`src/rtl/dram_cycle_ctrl_if.sv`:
```
`default_nettype none
// ============================================================================
// Module      : dram_cycle_ctrl_if
// Description : CPU-side access bus of the DRAM cycle controller.
//               The CPU raises req with we/addr/wdata and holds them until
//               ack. The controller returns ack, rdata and busy.
// Ports       : (interface signals)
//               req    CPU -> ctrl   access request, held until ack
//               we     CPU -> ctrl   1 = write, 0 = read
//               addr   CPU -> ctrl   {row, column} word address
//               wdata  CPU -> ctrl   write data
//               ack    ctrl -> CPU   one-clock completion pulse
//               rdata  ctrl -> CPU   read data, valid from ack
//               busy   ctrl -> CPU   current machine cycle is not idle
// Revision    : 1.0 - initial release
// ============================================================================
interface dram_cycle_ctrl_if #(
   parameter int ROW_W  = 7,
   parameter int DATA_W = 16
) ();

   logic                req;
   logic                we;
   logic [2*ROW_W-1:0]  addr;
   logic [DATA_W-1:0]   wdata;
   logic                ack;
   logic [DATA_W-1:0]   rdata;
   logic                busy;

   // CPU side
   modport master (
      output req,
      output we,
      output addr,
      output wdata,
      input  ack,
      input  rdata,
      input  busy
   );

   // Controller side
   modport slave (
      input  req,
      input  we,
      input  addr,
      input  wdata,
      output ack,
      output rdata,
      output busy
   );

endinterface
`default_nettype wire

```
`src/rtl/dram_cycle_ctrl.sv`:
```
`default_nettype none
// ============================================================================
// Module      : dram_cycle_ctrl
// Description : DRAM cycle controller driven by the ten-phase machine cycle
//               from clocks2. At most one DRAM cycle (CPU read, CPU write,
//               RAS-only refresh, or idle) is run per machine cycle. The
//               cycle type is chosen at the phase-1 boundary, the phase
//               strobes are gated onto the DRAM pins, the row/column address
//               is multiplexed, and reads complete with a one-clock ack.
// Ports       : xtal_in      system clock, rising edge
//               init         synchronous active-high reset
//               t_num        current phase 1..10
//               t_RASn, t_CASn, t_RAM_WRn, A_stolb   phase strobes
//               cpu          CPU access bus (slave modport)
//               dram_a       multiplexed DRAM address
//               dram_rasn, dram_casn, dram_wen       DRAM strobes, active low
//               dram_dout    write data to DRAM
//               dram_doe     write-data drive enable
//               dram_din     read data from DRAM
//               refresh_row  next row to be refreshed
// Revision    : 1.0 - initial release
// ============================================================================
module dram_cycle_ctrl #(
   parameter int ROW_W       = 7,
   parameter int DATA_W      = 16,
   parameter int REFRESH_DIV = 16
) (
   input  wire                 xtal_in,
   input  wire                 init,
   input  wire  [3:0]          t_num,
   input  wire                 t_RASn,
   input  wire                 t_CASn,
   input  wire                 t_RAM_WRn,
   input  wire                 A_stolb,
   dram_cycle_ctrl_if.slave    cpu,
   output logic [ROW_W-1:0]    dram_a,
   output logic                dram_rasn,
   output logic                dram_casn,
   output logic                dram_wen,
   output logic [DATA_W-1:0]   dram_dout,
   output logic                dram_doe,
   input  wire  [DATA_W-1:0]   dram_din,
   output logic [ROW_W-1:0]    refresh_row
);

   // ------------------------------------------------------------------------
   // Constants
   // ------------------------------------------------------------------------
   localparam int                 c_CNT_W    = (REFRESH_DIV > 2) ? $clog2(REFRESH_DIV) : 1;
   localparam logic [c_CNT_W-1:0] c_CNT_LAST = c_CNT_W'(REFRESH_DIV - 1);
   localparam logic [c_CNT_W-1:0] c_CNT_ONE  = c_CNT_W'(1);
   localparam logic [3:0]         c_PH_FIRST = 4'd1;
   localparam logic [3:0]         c_PH_LAST  = 4'd10;

   // Machine-cycle type, held from one boundary to the next
   typedef enum logic [1:0] {
      CYC_IDLE    = 2'd0,
      CYC_ACCESS  = 2'd1,
      CYC_REFRESH = 2'd2
   } cyc_t;

   // ------------------------------------------------------------------------
   // State
   // ------------------------------------------------------------------------
   cyc_t                 r_cyc_type;
   logic [c_CNT_W-1:0]   r_cyc_cnt;
   logic [ROW_W-1:0]     r_row;
   logic [ROW_W-1:0]     r_col;
   logic                 r_we;
   logic [DATA_W-1:0]    r_wdata;
   logic                 r_done;
   logic                 r_ack;
   logic                 r_busy;
   logic [DATA_W-1:0]    r_rdata;

   // ------------------------------------------------------------------------
   // Combinational
   // ------------------------------------------------------------------------
   cyc_t                 w_cyc_next;
   logic                 w_boundary;
   logic                 w_take;
   logic                 w_complete;
   logic [ROW_W-1:0]     w_row_eff;
   logic [ROW_W-1:0]     w_col_eff;
   logic                 w_we_eff;
   logic [DATA_W-1:0]    w_wdata_eff;
   logic [ROW_W-1:0]     w_a_nxt;
   logic                 w_rasn_nxt;
   logic                 w_casn_nxt;
   logic                 w_wen_nxt;
   logic                 w_doe_nxt;
   logic [DATA_W-1:0]    w_dout_nxt;

   assign w_boundary = (t_num == c_PH_FIRST);

   // ------------------------------------------------------------------------
   // Cycle-type FSM: state register
   // ------------------------------------------------------------------------
   always_ff @(posedge xtal_in) begin
      if (init) begin
         r_cyc_type <= CYC_IDLE;
      end else begin
         r_cyc_type <= w_cyc_next;
      end
   end

   // ------------------------------------------------------------------------
   // Cycle-type FSM: next-state decision. Outside a boundary the type is
   // simply held, which also covers phase jumps and stalls. A request is
   // refused while ack is still high so a held req cannot be served twice.
   // ------------------------------------------------------------------------
   always_comb begin
      w_cyc_next = r_cyc_type;
      w_take     = 1'b0;
      if (w_boundary) begin
         if (r_cyc_cnt == c_CNT_LAST) begin
            w_cyc_next = CYC_REFRESH;
         end else if (cpu.req && !r_ack) begin
            w_cyc_next = CYC_ACCESS;
            w_take     = 1'b1;
         end else begin
            w_cyc_next = CYC_IDLE;
         end
      end
   end

   // The boundary edge already carries the phase-1 strobes of the new cycle,
   // so pin logic works on the freshly decided type and the request fields
   // being latched on that same edge.
   assign w_row_eff   = w_take ? cpu.addr[2*ROW_W-1:ROW_W] : r_row;
   assign w_col_eff   = w_take ? cpu.addr[ROW_W-1:0]       : r_col;
   assign w_we_eff    = w_take ? cpu.we                    : r_we;
   assign w_wdata_eff = w_take ? cpu.wdata                 : r_wdata;

   // Completion happens once per access cycle, on the phase-10 edge.
   assign w_complete = (r_cyc_type == CYC_ACCESS) && (t_num == c_PH_LAST) && !r_done;

   // ------------------------------------------------------------------------
   // DRAM pin next values: strobes are gated by the cycle type, then
   // registered, giving the fixed one-clock lag behind the phase strobes.
   // ------------------------------------------------------------------------
   always_comb begin
      w_a_nxt    = dram_a;
      w_rasn_nxt = 1'b1;
      w_casn_nxt = 1'b1;
      w_wen_nxt  = 1'b1;
      w_doe_nxt  = 1'b0;
      w_dout_nxt = dram_dout;
      case (w_cyc_next)
         CYC_REFRESH: begin
            // RAS-only refresh: row strobe only, address from the refresh row
            w_a_nxt    = refresh_row;
            w_rasn_nxt = t_RASn;
         end
         CYC_ACCESS: begin
            w_a_nxt    = A_stolb ? w_col_eff : w_row_eff;
            w_rasn_nxt = t_RASn;
            w_casn_nxt = t_CASn;
            if (w_we_eff) begin
               w_wen_nxt  = t_RAM_WRn;
               w_doe_nxt  = 1'b1;
               w_dout_nxt = w_wdata_eff;
            end
         end
         default: begin
            // idle: strobes inactive, address held
         end
      endcase
   end

   // ------------------------------------------------------------------------
   // Datapath, counters and handshake
   // ------------------------------------------------------------------------
   always_ff @(posedge xtal_in) begin
      if (init) begin
         r_cyc_cnt   <= '0;
         refresh_row <= '0;
         r_row       <= '0;
         r_col       <= '0;
         r_we        <= 1'b0;
         r_wdata     <= '0;
         r_done      <= 1'b0;
         r_ack       <= 1'b0;
         r_busy      <= 1'b0;
         r_rdata     <= '0;
         dram_a      <= '0;
         dram_rasn   <= 1'b1;
         dram_casn   <= 1'b1;
         dram_wen    <= 1'b1;
         dram_doe    <= 1'b0;
         dram_dout   <= '0;
      end else begin
         if (w_boundary) begin
            r_cyc_cnt <= (r_cyc_cnt == c_CNT_LAST) ? '0 : r_cyc_cnt + c_CNT_ONE;
            r_done    <= 1'b0;
            // The refresh row advances when the refresh cycle that used it ends
            if (r_cyc_type == CYC_REFRESH) begin
               refresh_row <= refresh_row + 1'b1;
            end
         end

         if (w_take) begin
            r_row   <= w_row_eff;
            r_col   <= w_col_eff;
            r_we    <= w_we_eff;
            r_wdata <= w_wdata_eff;
         end

         r_ack  <= w_complete;
         r_busy <= (w_cyc_next != CYC_IDLE);

         if (w_complete) begin
            r_done <= 1'b1;
            if (!r_we) begin
               r_rdata <= dram_din;
            end
         end

         dram_a    <= w_a_nxt;
         dram_rasn <= w_rasn_nxt;
         dram_casn <= w_casn_nxt;
         dram_wen  <= w_wen_nxt;
         dram_doe  <= w_doe_nxt;
         dram_dout <= w_dout_nxt;
      end
   end

   assign cpu.ack   = r_ack;
   assign cpu.busy  = r_busy;
   assign cpu.rdata = r_rdata;

endmodule
`default_nettype wire

```
`src/flat_wrapper.sv`:
```
// flat-port wrapper written by rule: the top's interface ports become plain ports
module dram_cycle_ctrl_flat 
#(
   parameter int ROW_W       = 7,
   parameter int DATA_W      = 16,
   parameter int REFRESH_DIV = 16
)
  (xtal_in, init, t_num, t_RASn, t_CASn, t_RAM_WRn, A_stolb, dram_a, dram_rasn, dram_casn, dram_wen, dram_dout, dram_doe, dram_din, refresh_row, cpu_req, cpu_we, cpu_addr, cpu_wdata, cpu_ack, cpu_rdata, cpu_busy);
  dram_cycle_ctrl_if #(.ROW_W(ROW_W), .DATA_W(DATA_W)) cpu_i ();
  input  wire xtal_in;
  input  wire init;
  input  wire  [3:0] t_num;
  input  wire t_RASn;
  input  wire t_CASn;
  input  wire t_RAM_WRn;
  input  wire A_stolb;
  output logic [ROW_W-1:0] dram_a;
  output logic dram_rasn;
  output logic dram_casn;
  output logic dram_wen;
  output logic [DATA_W-1:0] dram_dout;
  output logic dram_doe;
  input  wire  [DATA_W-1:0] dram_din;
  output logic [ROW_W-1:0] refresh_row;
  input wire logic [$bits(cpu_i.req)-1:0] cpu_req;
  input wire logic [$bits(cpu_i.we)-1:0] cpu_we;
  input wire logic [$bits(cpu_i.addr)-1:0] cpu_addr;
  input wire logic [$bits(cpu_i.wdata)-1:0] cpu_wdata;
  output wire logic [$bits(cpu_i.ack)-1:0] cpu_ack;
  output wire logic [$bits(cpu_i.rdata)-1:0] cpu_rdata;
  output wire logic [$bits(cpu_i.busy)-1:0] cpu_busy;
  assign cpu_i.req = cpu_req;
  assign cpu_i.we = cpu_we;
  assign cpu_i.addr = cpu_addr;
  assign cpu_i.wdata = cpu_wdata;
  assign cpu_ack = cpu_i.ack;
  assign cpu_rdata = cpu_i.rdata;
  assign cpu_busy = cpu_i.busy;
  dram_cycle_ctrl #(.ROW_W(ROW_W), .DATA_W(DATA_W), .REFRESH_DIV(REFRESH_DIV)) u_core (.xtal_in(xtal_in), .init(init), .t_num(t_num), .t_RASn(t_RASn), .t_CASn(t_CASn), .t_RAM_WRn(t_RAM_WRn), .A_stolb(A_stolb), .cpu(cpu_i), .dram_a(dram_a), .dram_rasn(dram_rasn), .dram_casn(dram_casn), .dram_wen(dram_wen), .dram_dout(dram_dout), .dram_doe(dram_doe), .dram_din(dram_din), .refresh_row(refresh_row));
endmodule
```
`config.mk`:
```
export PLATFORM = sky130hd
export DESIGN_NAME = dram_cycle_ctrl_flat
export DESIGN_NICKNAME = d
export VERILOG_FILES = /design/src/rtl/dram_cycle_ctrl_if.sv /design/src/rtl/dram_cycle_ctrl.sv /design/src/flat_wrapper.sv
export SDC_FILE = /design/constraint.sdc
export NUM_CORES = 1
export LEC_CHECK = 0
export ABC_AREA = 1
export CORE_ASPECT_RATIO = 1.5
export CORE_MARGIN = 5
export CORE_UTILIZATION = 51
export CTS_CLUSTER_DIAMETER = 50
export DETAILED_ROUTE_END_ITERATION = 6
export HOLD_SLACK_MARGIN = 0.03
export PLACE_DENSITY_LB_ADDON = 0.1
export SLEW_MARGIN = 20
export SYNTH_ARGS = -nofsm -noshare
export SYNTH_HDL_FRONTEND = slang
export SYNTH_SLANG_ARGS = --single-unit
```
`constraint.sdc`:
```
create_clock -name xtal_in -period 6.6 [get_ports xtal_in]
set_input_delay 1.32 -clock xtal_in [delete_from_list [all_inputs] [get_ports xtal_in]]
set_output_delay 1.32 -clock xtal_in [all_outputs]
set_load 0.05 [all_outputs]
```
==> results_dict.tcl <==
set metrics [dict create \
    drc 0 \
    post_cts_resized 0 \
    crit_path_start "t_num[0]" \
    synthCells 488 \
    synthDistinctLibCells 35 \
    slew_violations 0 \
    seq_area_frac_synth 0.484 \
    rr_worst_depth 12 \
    hold_class "flip-flop to flip-flop" \
    yosysWarnings 0 \
    crit_end "u_core.dram_dout[14]" \
    synth_xor_area_frac 0.00235 \
    drtPass1Iterations 4 \
    setup_tns_ps 0 \
    die_y_um 115 \
    holdWs_ps 468 \
    layout_min_cycle_time_ps 3700 \
    synth_compound_area_frac 0.130 \
    critical_path_arrival_ps 3950 \
    cp-start-kind "primary input" \
    clk_latency_ps 350 \
    numCtsBuffers 9 \
    muxShareOfSynthArea 0 \
    cp_max_fo 27 \
    synth.top_cell.area_share 0.484 \
    drt-initial-drc-count 135 \
    tightestPinTransition_ps 954 \
    clk_pin_slew_ps 80 \
    dp_hpwl_um 6220 \
    place_congestion 0.805 \
    grt_pass1_wl_um 14400 \
    syn-num-nets 550 \
    avgViaCountPerCell 4.81 \
    p_leak_nw 1.95 \
    clkSinkCount 90 \
    syn-mean-instance-area_um2 7.63 \
    setup.worst_path.class "primary input to flip-flop" \
    end_kind "flip-flop" \
    clk_path_buf_depth 2 \
    port-buffer-count 109 \
    grt_pass1_vias 3212 \
    peakVddDrop_mv 0.155 \
    post_synth_instance_area_um2 3720 \
    cts_tree "built" \
    cts_setup_buffers 0 \
    setup_violations 0 \
    root_buffer "clkbuf_8" \
    layout.nets 647 \
    initial_core_util 0.519 \
    overflow 0 \
    ios 110 \
    status "completed" \
    slew-limit-headroom 0.363 \
    holdPathStages 2 \
    rrSetupSlack_ps 3900 \
    clock_skew_ps 2.70 \
    die_x_um 79.8 \
    drive_gt1_frac 0.0797 \
    ys_ff_latch 90 \
    power_density_nw_per_um2 195 \
    hold_viol 0 \
    maxCapViolCount 0 \
    r2r_start "u_core.r_cyc_cnt[0]" \
    fmax_mhz 270 \
    antenna_found_initial 0 \
    antenna_left 0 \
    grtUsageTotal 0.199 \
    yosysTopAreaCell "dfxtp_1" \
    synth_top_cells_by_area "dfxtp_1, nand2_1, a21oi_1" \
    rows 38 \
    regToRegEndpoint "u_core.dram_dout[14]" \
    synth_top_family_by_area "simple AND/OR/NAND/NOR gates" \
    synthToLayoutAreaGrowth_pct 33.6 \
    htree_levels 3 \
    required_ps 6850 \
    vias 3320 \
    routedWlPerCell_um 12.7 \
    core_um2 7180 \
    die-area_um2 9150 \
    fillers 619 \
    cts_hold_buffers 0 \
    grt_start_max_net_pins 60 \
    rsz0062_at_grt "no" \
    yosys.area_share.simple 0.283 \
    routed_wirelength_um 8790 \
    fin_crit_sh 0.561 \
    diodes 0 \
    synthAdderAreaFrac 0.0134 \
]
how the worst min path moves through the flow:
stage / endpoint / startpoint / slack, ps
2_1_floorplan: u_core.r_row[0] / u_core.r_row[0] / 450
3_3_place_gp: u_core.cpu.rdata[5] / u_core.cpu.rdata[5] / 450
3_5_place_dp: u_core.cpu.rdata[7] / u_core.cpu.rdata[7] / 460
4_1_cts: u_core.cpu.rdata[8] / u_core.cpu.rdata[8] / 470
5_1_grt: u_core.cpu.rdata[8] / u_core.cpu.rdata[8] / 490
6_report: u_core.cpu.rdata[8] / u_core.cpu.rdata[8] / 470
logic make-up (layout without fill, tap and decap cells):
group                    after synthesis  after routing
adder cells (fa/ha/maj)                4              4
flip-flops                            90             90
XOR/XNOR                               1              1
AO/OA/AOI/OAI                         93             93
AND/OR/NAND/NOR                      225            225
buffers and inverters                 75            177
cell usage after synthesis:
cell type and count:
or2_2 4, o211ai_2 1, buf_2 6, buf_4 3, nand2_4 2, xnor2_1 1
o22ai_1 1, o21ai_2 1, o21a_1 1, a211oi_1 1, ha_1 4, inv_1 49
nor2_8 1, o21ai_0 24, nand2_2 2, inv_2 2, nand3_1 31, buf_1 2
or2_1 12, nor3b_1 1, o21ai_1 11, nor3_1 1, inv_4 1, nor2_1 42
nand2_1 106, dfxtp_1 90, buf_6 3, a21oi_1 53, nand3b_1 3, nand3_2 2
clkbuf_1 9, nor2_4 3, nor2_2 13, nand4_1 1, nor4_2 1
registers in the layout (all words and copies together) (netlist names):
| name | flops |
|---|---|
| u_core.r_cyc_type | 2 |
| u_core.r_wdata | 16 |
| u_core.dram_wen | 1 |
| u_core.dram_dout | 16 |
| u_core.r_col | 7 |
| u_core.r_done | 1 |
| u_core.dram_rasn | 1 |
| u_core.r_row | 7 |
| u_core.dram_a | 7 |
| u_core.r_we | 1 |
| u_core.cpu.busy | 1 |
| u_core.cpu.ack | 1 |
| u_core.refresh_row | 7 |
| u_core.dram_casn | 1 |
| u_core.cpu.rdata | 16 |
| u_core.r_cyc_cnt | 4 |
| u_core.dram_doe | 1 |
power breakdown:
group	internal (mW)	switching (mW)	total, mW	leakage [nW]
sequential	0.549	0.00273	0.552	0.726
combinational	0.0461	0.0473	0.0934	1.14
clock	0.146	0.181	0.327	0.0872
critical path, stage by stage:
cell	delay, ps
clkdlybuf4s50_1	530
inv_2	60
nor2_4	90
nand2_4	140
nor2_8	340
a21oi_1	120
inv_1	80
ha_1	390
inv_1	260
nor2_4	380
nand2_1	100
nand2_1	90
nor2_2	40
per-stage QoR:
stage                     worst slack, ps  std cells  power (mW)   util  area, µm²
after floorplan                      3370        488       0.611      -       3720
after global placement               2600        674       0.657  0.670       4810
after detailed placement             2510        674       0.658  0.670       4810
final                                2900        690       0.972  0.693       4970
after CTS                            2890        690       0.978  0.692       4970
after global routing                 2560        690        1.01  0.693       4970
metal layers:
layer  global-route usage  vias up  routed length, µm
met5                    0        -                  0
li1                     -     1739                  -
met2                0.345       78               4500
met1                0.238     1496               3700
met3               0.0441        7                498
met4               0.0722        0                 91
area by class of cell:
cell class | count | area, µm² | area share
inverter | 52 | 198 | 0.0397
sequential | 90 | 1800 | 0.362
clock inverter | 3 | 15.0 | 0.00302
tap | 100 | 125 | 0.0252
multi-input combinational | 323 | 1600 | 0.321
clock buffer | 13 | 149 | 0.0299
timing repair buffer | 109 | 1090 | 0.219
layout by cell type (no fill, tap or decap), types with 4 or more instances in the layout:
cell type and count:
clkdlybuf4s50_1 108, nand2_1 106, dfxtp_1 90, a21oi_1 53, inv_1 49, nor2_1 42
nand3_1 31, o21ai_0 24, nor2_2 13, or2_1 12, o21ai_1 11, clkbuf_8 10
or2_2 4, ha_1 4
No activity file was read; power rests on OpenSTA's default activity.
